[src/rtl/psc_pkg.sv]
// psc_pkg: frame definition shared by the PSC trigger link transmitter and receiver
package psc_pkg;
  localparam int FRAME_BITS = 10;
  localparam int DATA_BITS = 8;
  localparam logic START_LEVEL = 1'b0;
  localparam logic STOP_LEVEL = 1'b1;
  localparam logic [7:0] DEFAULT_TRIGGER_CODE = 8'hA5;
  typedef enum logic [1:0] {IDLE, START, DATA, STOP} rx_state_t;
endpackage

[src/rtl/psc_trigger_receiver_if.sv]
// psc_trigger_receiver_if: serial line in, recovered byte stream and link status out
interface psc_trigger_receiver_if;
  logic psc_input;
  logic [7:0] rx_data;
  logic rx_valid;
  logic trigger_pulse;
  logic frame_error;
  logic link_up;
  logic [15:0] error_count;
  modport master (input psc_input, output rx_data, rx_valid, trigger_pulse, frame_error, link_up, error_count);
  modport slave (output psc_input, input rx_data, rx_valid, trigger_pulse, frame_error, link_up, error_count);
endinterface

[src/rtl/psc_bit_sync.sv]
// psc_bit_sync: 2-flop synchronizer resetting to idle-high, with falling-edge detect
module psc_bit_sync (
  input  logic clk,
  input  logic reset,
  input  logic d,
  output logic q,
  output logic fall
);
  logic s1, s2, s3;
  always_ff @(posedge clk)
    if (reset) {s1, s2, s3} <= 3'b111;
    else {s1, s2, s3} <= {d, s1, s2};
  assign q = s2;
  assign fall = s3 & ~s2;
endmodule

[src/rtl/psc_trigger_receiver.sv]
// psc_trigger_receiver: oversampling frame receiver with trigger decode and link health tracking
module psc_trigger_receiver
  import psc_pkg::*;
#(
  parameter int CLKS_PER_BIT = 5,
  parameter logic [7:0] TRIGGER_CODE = DEFAULT_TRIGGER_CODE,
  parameter int LINK_GOOD_FRAMES = 4,
  parameter int LINK_TIMEOUT = 100
) (
  input logic clk,
  input logic reset,
  psc_trigger_receiver_if.master bus
);
  localparam int PW = $clog2(CLKS_PER_BIT);
  localparam int SW = $clog2(LINK_TIMEOUT + 1);
  rx_state_t state, state_n;
  logic [PW-1:0] phase, phase_n;
  logic [2:0] bitcnt, bitcnt_n;
  logic [DATA_BITS-1:0] sh, sh_n;
  logic line, fall, tick, good, bad, timeout;
  logic [7:0] rx_data;
  logic rx_valid, trig, ferr, link;
  logic [3:0] gcnt;
  logic [SW-1:0] sil;
  logic [15:0] errc;
  psc_bit_sync u_sync (.clk(clk), .reset(reset), .d(bus.psc_input), .q(line), .fall(fall));
  assign tick = phase == '0;
  always_comb begin
    state_n = state;
    phase_n = tick ? phase : phase - 1'b1;
    bitcnt_n = bitcnt;
    sh_n = sh;
    good = 1'b0;
    bad = 1'b0;
    case (state)
      IDLE: begin
        bitcnt_n = '0;
        if (fall) begin
          phase_n = PW'(CLKS_PER_BIT / 2);
          state_n = START;
        end
      end
      START:
        if (tick) begin
          phase_n = PW'(CLKS_PER_BIT - 1);
          state_n = line == START_LEVEL ? DATA : IDLE;
        end
      DATA:
        if (tick) begin
          sh_n = {line, sh[DATA_BITS-1:1]};
          phase_n = PW'(CLKS_PER_BIT - 1);
          bitcnt_n = bitcnt + 1'b1;
          state_n = bitcnt == 3'(DATA_BITS - 1) ? STOP : DATA;
        end
      default:
        if (tick) begin
          // leave half a bit early so a back-to-back start edge is not missed
          good = line == STOP_LEVEL;
          bad = line != STOP_LEVEL;
          state_n = IDLE;
        end
    endcase
  end
  assign timeout = sil == SW'(LINK_TIMEOUT) && !rx_valid;
  always_ff @(posedge clk)
    if (reset) begin
      state <= IDLE;
      phase <= '0;
      bitcnt <= '0;
      sh <= '0;
      rx_data <= '0;
      rx_valid <= 1'b0;
      trig <= 1'b0;
      ferr <= 1'b0;
      gcnt <= '0;
      link <= 1'b0;
      sil <= '0;
      errc <= '0;
    end else begin
      state <= state_n;
      phase <= phase_n;
      bitcnt <= bitcnt_n;
      sh <= sh_n;
      rx_valid <= good;
      ferr <= bad;
      trig <= good && sh == TRIGGER_CODE;
      if (good) rx_data <= sh;
      sil <= rx_valid ? '0 : sil == SW'(LINK_TIMEOUT) ? sil : sil + 1'b1;
      if (ferr || timeout) begin
        gcnt <= '0;
        link <= 1'b0;
      end else if (rx_valid) begin
        gcnt <= gcnt == 4'(LINK_GOOD_FRAMES) ? gcnt : gcnt + 4'd1;
        link <= gcnt >= 4'(LINK_GOOD_FRAMES - 1);
      end
      errc <= ferr && errc != 16'hFFFF ? errc + 16'd1 : errc;
    end
  assign bus.rx_data = rx_data;
  assign bus.rx_valid = rx_valid;
  assign bus.trigger_pulse = trig;
  assign bus.frame_error = ferr;
  assign bus.link_up = link;
  assign bus.error_count = errc;
endmodule

[src/flat_wrapper.sv]
// flat-port wrapper written by rule: the top's interface ports become plain ports
module psc_trigger_receiver_flat import psc_pkg::*;
#(
  parameter int CLKS_PER_BIT = 5,
  parameter logic [7:0] TRIGGER_CODE = DEFAULT_TRIGGER_CODE,
  parameter int LINK_GOOD_FRAMES = 4,
  parameter int LINK_TIMEOUT = 100
)
  (clk, reset, bus_psc_input, bus_rx_data, bus_rx_valid, bus_trigger_pulse, bus_frame_error, bus_link_up, bus_error_count);
  psc_trigger_receiver_if bus_i ();
  input logic clk;
  input logic reset;
  input wire logic [$bits(bus_i.psc_input)-1:0] bus_psc_input;
  output wire logic [$bits(bus_i.rx_data)-1:0] bus_rx_data;
  output wire logic [$bits(bus_i.rx_valid)-1:0] bus_rx_valid;
  output wire logic [$bits(bus_i.trigger_pulse)-1:0] bus_trigger_pulse;
  output wire logic [$bits(bus_i.frame_error)-1:0] bus_frame_error;
  output wire logic [$bits(bus_i.link_up)-1:0] bus_link_up;
  output wire logic [$bits(bus_i.error_count)-1:0] bus_error_count;
  assign bus_i.psc_input = bus_psc_input;
  assign bus_rx_data = bus_i.rx_data;
  assign bus_rx_valid = bus_i.rx_valid;
  assign bus_trigger_pulse = bus_i.trigger_pulse;
  assign bus_frame_error = bus_i.frame_error;
  assign bus_link_up = bus_i.link_up;
  assign bus_error_count = bus_i.error_count;
  psc_trigger_receiver #(.CLKS_PER_BIT(CLKS_PER_BIT), .TRIGGER_CODE(TRIGGER_CODE), .LINK_GOOD_FRAMES(LINK_GOOD_FRAMES), .LINK_TIMEOUT(LINK_TIMEOUT)) u_core (.clk(clk), .reset(reset), .bus(bus_i));
endmodule
[config.mk]
export PLATFORM = sky130hd
export DESIGN_NAME = psc_trigger_receiver_flat
export DESIGN_NICKNAME = d
export VERILOG_FILES = /design/src/rtl/psc_pkg.sv /design/src/rtl/psc_trigger_receiver_if.sv /design/src/rtl/psc_bit_sync.sv /design/src/rtl/psc_trigger_receiver.sv /design/src/flat_wrapper.sv
export SDC_FILE = /design/constraint.sdc
export NUM_CORES = 1
export LEC_CHECK = 0
export CORE_UTILIZATION = 34
export DETAILED_ROUTE_END_ITERATION = 8
export PLACE_DENSITY_LB_ADDON = 0.12
export SYNTH_ARGS = -nofsm -noshare
export SYNTH_HDL_FRONTEND = slang
export SYNTH_SLANG_ARGS = --single-unit
[constraint.sdc]
create_clock -name clk -period 3.15 [get_ports clk]
set_clock_uncertainty 0.15 [all_clocks]
set_input_delay 0.63 -clock clk [delete_from_list [all_inputs] [get_ports clk]]
set_output_delay 0.63 -clock clk [all_outputs]
set_load 0.01 [all_outputs]
==> qor.csv <==
stage;metric;value;unit
yosys;ys flop type;sky130_fd_sc_hd__dfxtp_1;
yosys;Net Count, Synth;321;
yosys;Seq cells post-synth;58;
critical_path;Reg-to-Reg Start;u_core.bus.error_count[0]$_SDFFE_PP0P_;
cts;clock-pin slew of the registers on the worst-case setup and hold paths;60;ps
finish;area overhead of the layout relative to synthesis;22.27;%
run;Max Cap Viol;0;
detailed_routing;Detailed Routing Iterations Pass 1;4;
place;count of buffers inserted at the top-level ports;30;
power;combinational share of power;12.2;%
timing;Post-Route Setup TNS;0;ps
critical_path;Register-to-Register Path Depth;5;
yosys;post-synthesis sequential area ratio;43.79;%
detailed_routing;final routed wirelength across all metal layers;5365;µm
power;cell internal pwr;1.297;mW
critical_path;startpoint kind of the worst setup timing path;flip-flop;
grt;number of global-route vias before repair;2034;
cts;CTS HTree Levels;3;
yosys;post-synthesis area per instance;8.721;µm²
die;area of the die;8155;µm²
grt;total global-route track usage;14.45;%
detailed_routing;residual antenna-violating net count after detailed routing;0;
timing;max-slew violation total from the final report;0;
finish;Net count, final;353;
timing;setup-violating endpoint count in the final report;0;
timing;RSZ-0062 raised after global routing;no;
yosys;Gate Count Post-Synth;304;
cts;clk buf depth;2;
detailed_routing;Via Count;2196;
cts;number of clock sinks seen by CTS;58;
min_path;path class of the lowest-slack min-delay path;flip-flop to flip-flop;
cts;CTS tree;built;
place;post-placement cell count;424;
power;fraction of power consumed by sequential logic;45.0;%
critical_path;setup slack on the worst flop-to-flop path;900;ps
die;starting utilization of the core area;35.79;%
yosys;Synth area leaders;sky130_fd_sc_hd__dfxtp_1 (44%), sky130_fd_sc_hd__ha_1 (6.6%), sky130_fd_sc_hd__nand2_1 (6.1%);
timing;worst-margin pin slew;924.6;ps
yosys;proportion of register bits with asynchronous set or reset after synthesis;0;%
yosys;number of library cell types mapped by synthesis;47;
place;Detailed Place HPWL;3620;µm
cts;post-CTS resize count;0;
cts;clock latency reported for the late side of the worst-skew pair;330;ps
finish;Post-Layout Cell Count;440;
critical_path;cell with the largest stage delay on the worst path;sky130_fd_sc_hd__o41ai_4;
yosys;synthesis warning total;0;
die;Die Height;90.31;µm
die;ports placed on the boundary;31;
yosys;most used standard cells in the synthesized netlist;sky130_fd_sc_hd__dfxtp_1 (58), sky130_fd_sc_hd__nand2_1 (43), sky130_fd_sc_hd__a21oi_1 (31), sky130_fd_sc_hd__nor2_1 (25), sky130_fd_sc_hd__ha_1 (14);
critical_path;type of the worst setup path;flip-flop to flip-flop;
die;core area;7408;µm²
finish;number of diodes;0;
cts;Post-CTS Setup Repair Bufs;0;
yosys;top cell type by total area after synthesis;sky130_fd_sc_hd__dfxtp_1;
critical_path;required time worst endpoint;3180;ps
critical_path;worst path cell trace;ha_1, nand4_2, o41ai_4, mux2i_1, nor2_1;
grt;Remaining Overflow, GRT;0;
cts;number of clock buffers inserted by TritonCTS;9;
power;power spent charging and discharging nets;0.4280;mW
critical_path;Worst Setup End Kind;flip-flop;
critical_path;data arrival time of the critical path;2280;ps
timing;hold slack;262.2;ps
power;pwr/cell area;532.2;nW/µm²
place;routability congestion estimate from global placement;0.7214;
critical_path;maximum fanout along the worst path;17;
grt;number of antenna violations at the first check in global routing;0;
grt;maximum number of pins on one net before global-route repair;53;
cts;root cell of the clock tree;sky130_fd_sc_hd__clkbuf_8;
yosys;count of flip-flops with a built-in enable after synthesis;0;
place;minimum setup slack after placement;914.6;ps
power;maximum vdd drop;0.2501;mV
grt;wire length of the first global-routing pass;9384;µm
critical_path;Worst path max stage delay;730;ps
timing;peak clock frequency supported by timing;444.7;MHz
detailed_routing;Avg WL per Cell;12.19;µm
critical_path;endpoint of the worst setup timing path;u_core.bus.error_count[1]$_SDFFE_PP0P_;
critical_path;capture instance of the worst register-to-register path;u_core.bus.error_count[1]$_SDFFE_PP0P_;
timing;Final Worst Setup Slack;901.5;ps
finish;layout cells sized above 1;8.798;%
yosys;share of the synthesized area in the top cell type;43.79;%
yosys;area of the mapped netlist;2651;µm²
outcome;run status;finished clean;
yosys;library cell with the highest instance count after synthesis;sky130_fd_sc_hd__dfxtp_1;
detailed_routing;detailed-route DRC error count;0;
cts;hold bufs inserted after CTS;0;
power;leakage power summed over all cells;1.159;nW
timing;Max transition margin;38.36;%
detailed_routing;number of DRC violations after detailed-routing iteration 0;70;
timing;Final Critical Period;2249;ps
timing;period utilization;71.38;%
die;die width;90.31;µm
power;switching part of the total;24.81;%
timing;Final Hold Viols;0;
power;part of the total power dissipated in the clock network;42.8;%
critical_path;launch point of the critical path;u_core.bus.error_count[0]$_SDFFE_PP0P_;
detailed_routing;routed vias/inst;4.991;
die;row count;31;
-- critical path: cells and delay by family, from the launching register on --
| family | cells | cell delay, ps |
|---|---|---|
| adders and majority gates | 1 | 330 |
| muxes | 1 | 260 |
| AOI/OAI and AO/OA | 1 | 730 |
| and+or+nand+nor | 2 | 240 |
| DFF | 1 | 400 |
-- how the worst min path moves through the flow --
| stage | depth (start not counted) | slack [ps] | from | endpoint |
|---|---|---|---|---|
| final | 1 | 260 | u_core.u_sync.s1$_SDFF_PP1_ | u_core.u_sync.q$_SDFF_PP1_ |
| after floorplan | 1 | 240 | u_core.u_sync.s1$_SDFF_PP1_ | u_core.u_sync.q$_SDFF_PP1_ |
| after global placement | 1 | 240 | u_core.u_sync.s1$_SDFF_PP1_ | u_core.u_sync.q$_SDFF_PP1_ |
| after detailed placement | 1 | 250 | u_core.u_sync.s1$_SDFF_PP1_ | u_core.u_sync.q$_SDFF_PP1_ |
| after CTS | 1 | 260 | u_core.u_sync.s1$_SDFF_PP1_ | u_core.u_sync.q$_SDFF_PP1_ |
| after global routing | 1 | 290 | u_core.u_sync.s1$_SDFF_PP1_ | u_core.u_sync.q$_SDFF_PP1_ |
-- sequential cells by signal, indices dropped and copies added, names as in the netlist, 2 cells and up --
register and cells:
u_core.bitcnt 3, u_core.bus.error_count 16, u_core.bus.rx_data 8, u_core.gcnt 4, u_core.sh 8, u_core.sil 7, u_core.state 2, u_core.phase 3
-- cells by family after synthesis --
group	Yosys count	synth area share, %
AOI/OAI and AO/OA	57	13.45
xor gates and xnor gates	11	3.634
adders and majority gates	14	6.607
buffers and inverters	22	3.445
DFF	58	43.79
muxes	7	2.784
and+or+nand+nor	135	26.29
-- layout make-up --
type                            count  area (µm²)
Clock buffer                       11       131.4
Inverter                           12       45.04
Multi-Input combinational cell    224        1399
Timing Repair Buffer               31       302.8
Fill cell                         738        4167
Clock inverter                      5       78.83
Tap cell                           99       123.9
Sequential cell                    58        1161
-- cells in the final DEF (no fill, tap or decap), drive strengths merged, types with 5 or more instances in the layout --
cell	synthesis	final
dfxtp	58	58
nand2	43	43
a21oi	31	31
clkdlybuf4s50	0	29
nor2	25	25
ha	14	14
inv	12	12
nand3	12	12
clkbuf	8	11
o21ai	11	11
nor3	9	9
nand4	8	8
xor2	7	7
and3	6	6
or3	6	6
or2	5	5
-- stage by stage --
step / instance area (µm²) / util [%] / total power [mW]
final: 3242 / 43.76 / 1.725
after detailed placement: 3032 / 40.92 / 1.004
after global routing: 3242 / 43.76 / 1.834
after CTS: 3242 / 43.76 / 1.760
after global placement: 3032 / 40.92 / 1.002
after floorplan: 2651 / - / 0.9591
-- metal layers --
metal / global-route usage [%] / vias to the layer above / share of wire (%)
li1: - / 1132 / -
met3: 4.882 / 7 / 3.9
met5: 0 / - / 0
met2: 23.54 / 36 / 46
met1: 17.53 / 1021 / 49
met4: 5.645 / 0 / 1.4
-- power by group through the flow --
stage	sequential (mW)	clock, mW	combinational [mW]
floorplan	0.787	0	0.172
global placement	0.792	0	0.210
detailed placement	0.792	0	0.213
CTS	0.775	0.772	0.213
global route	0.779	0.809	0.246
finish	0.776	0.739	0.211
Power figures use the tool's default switching activity.
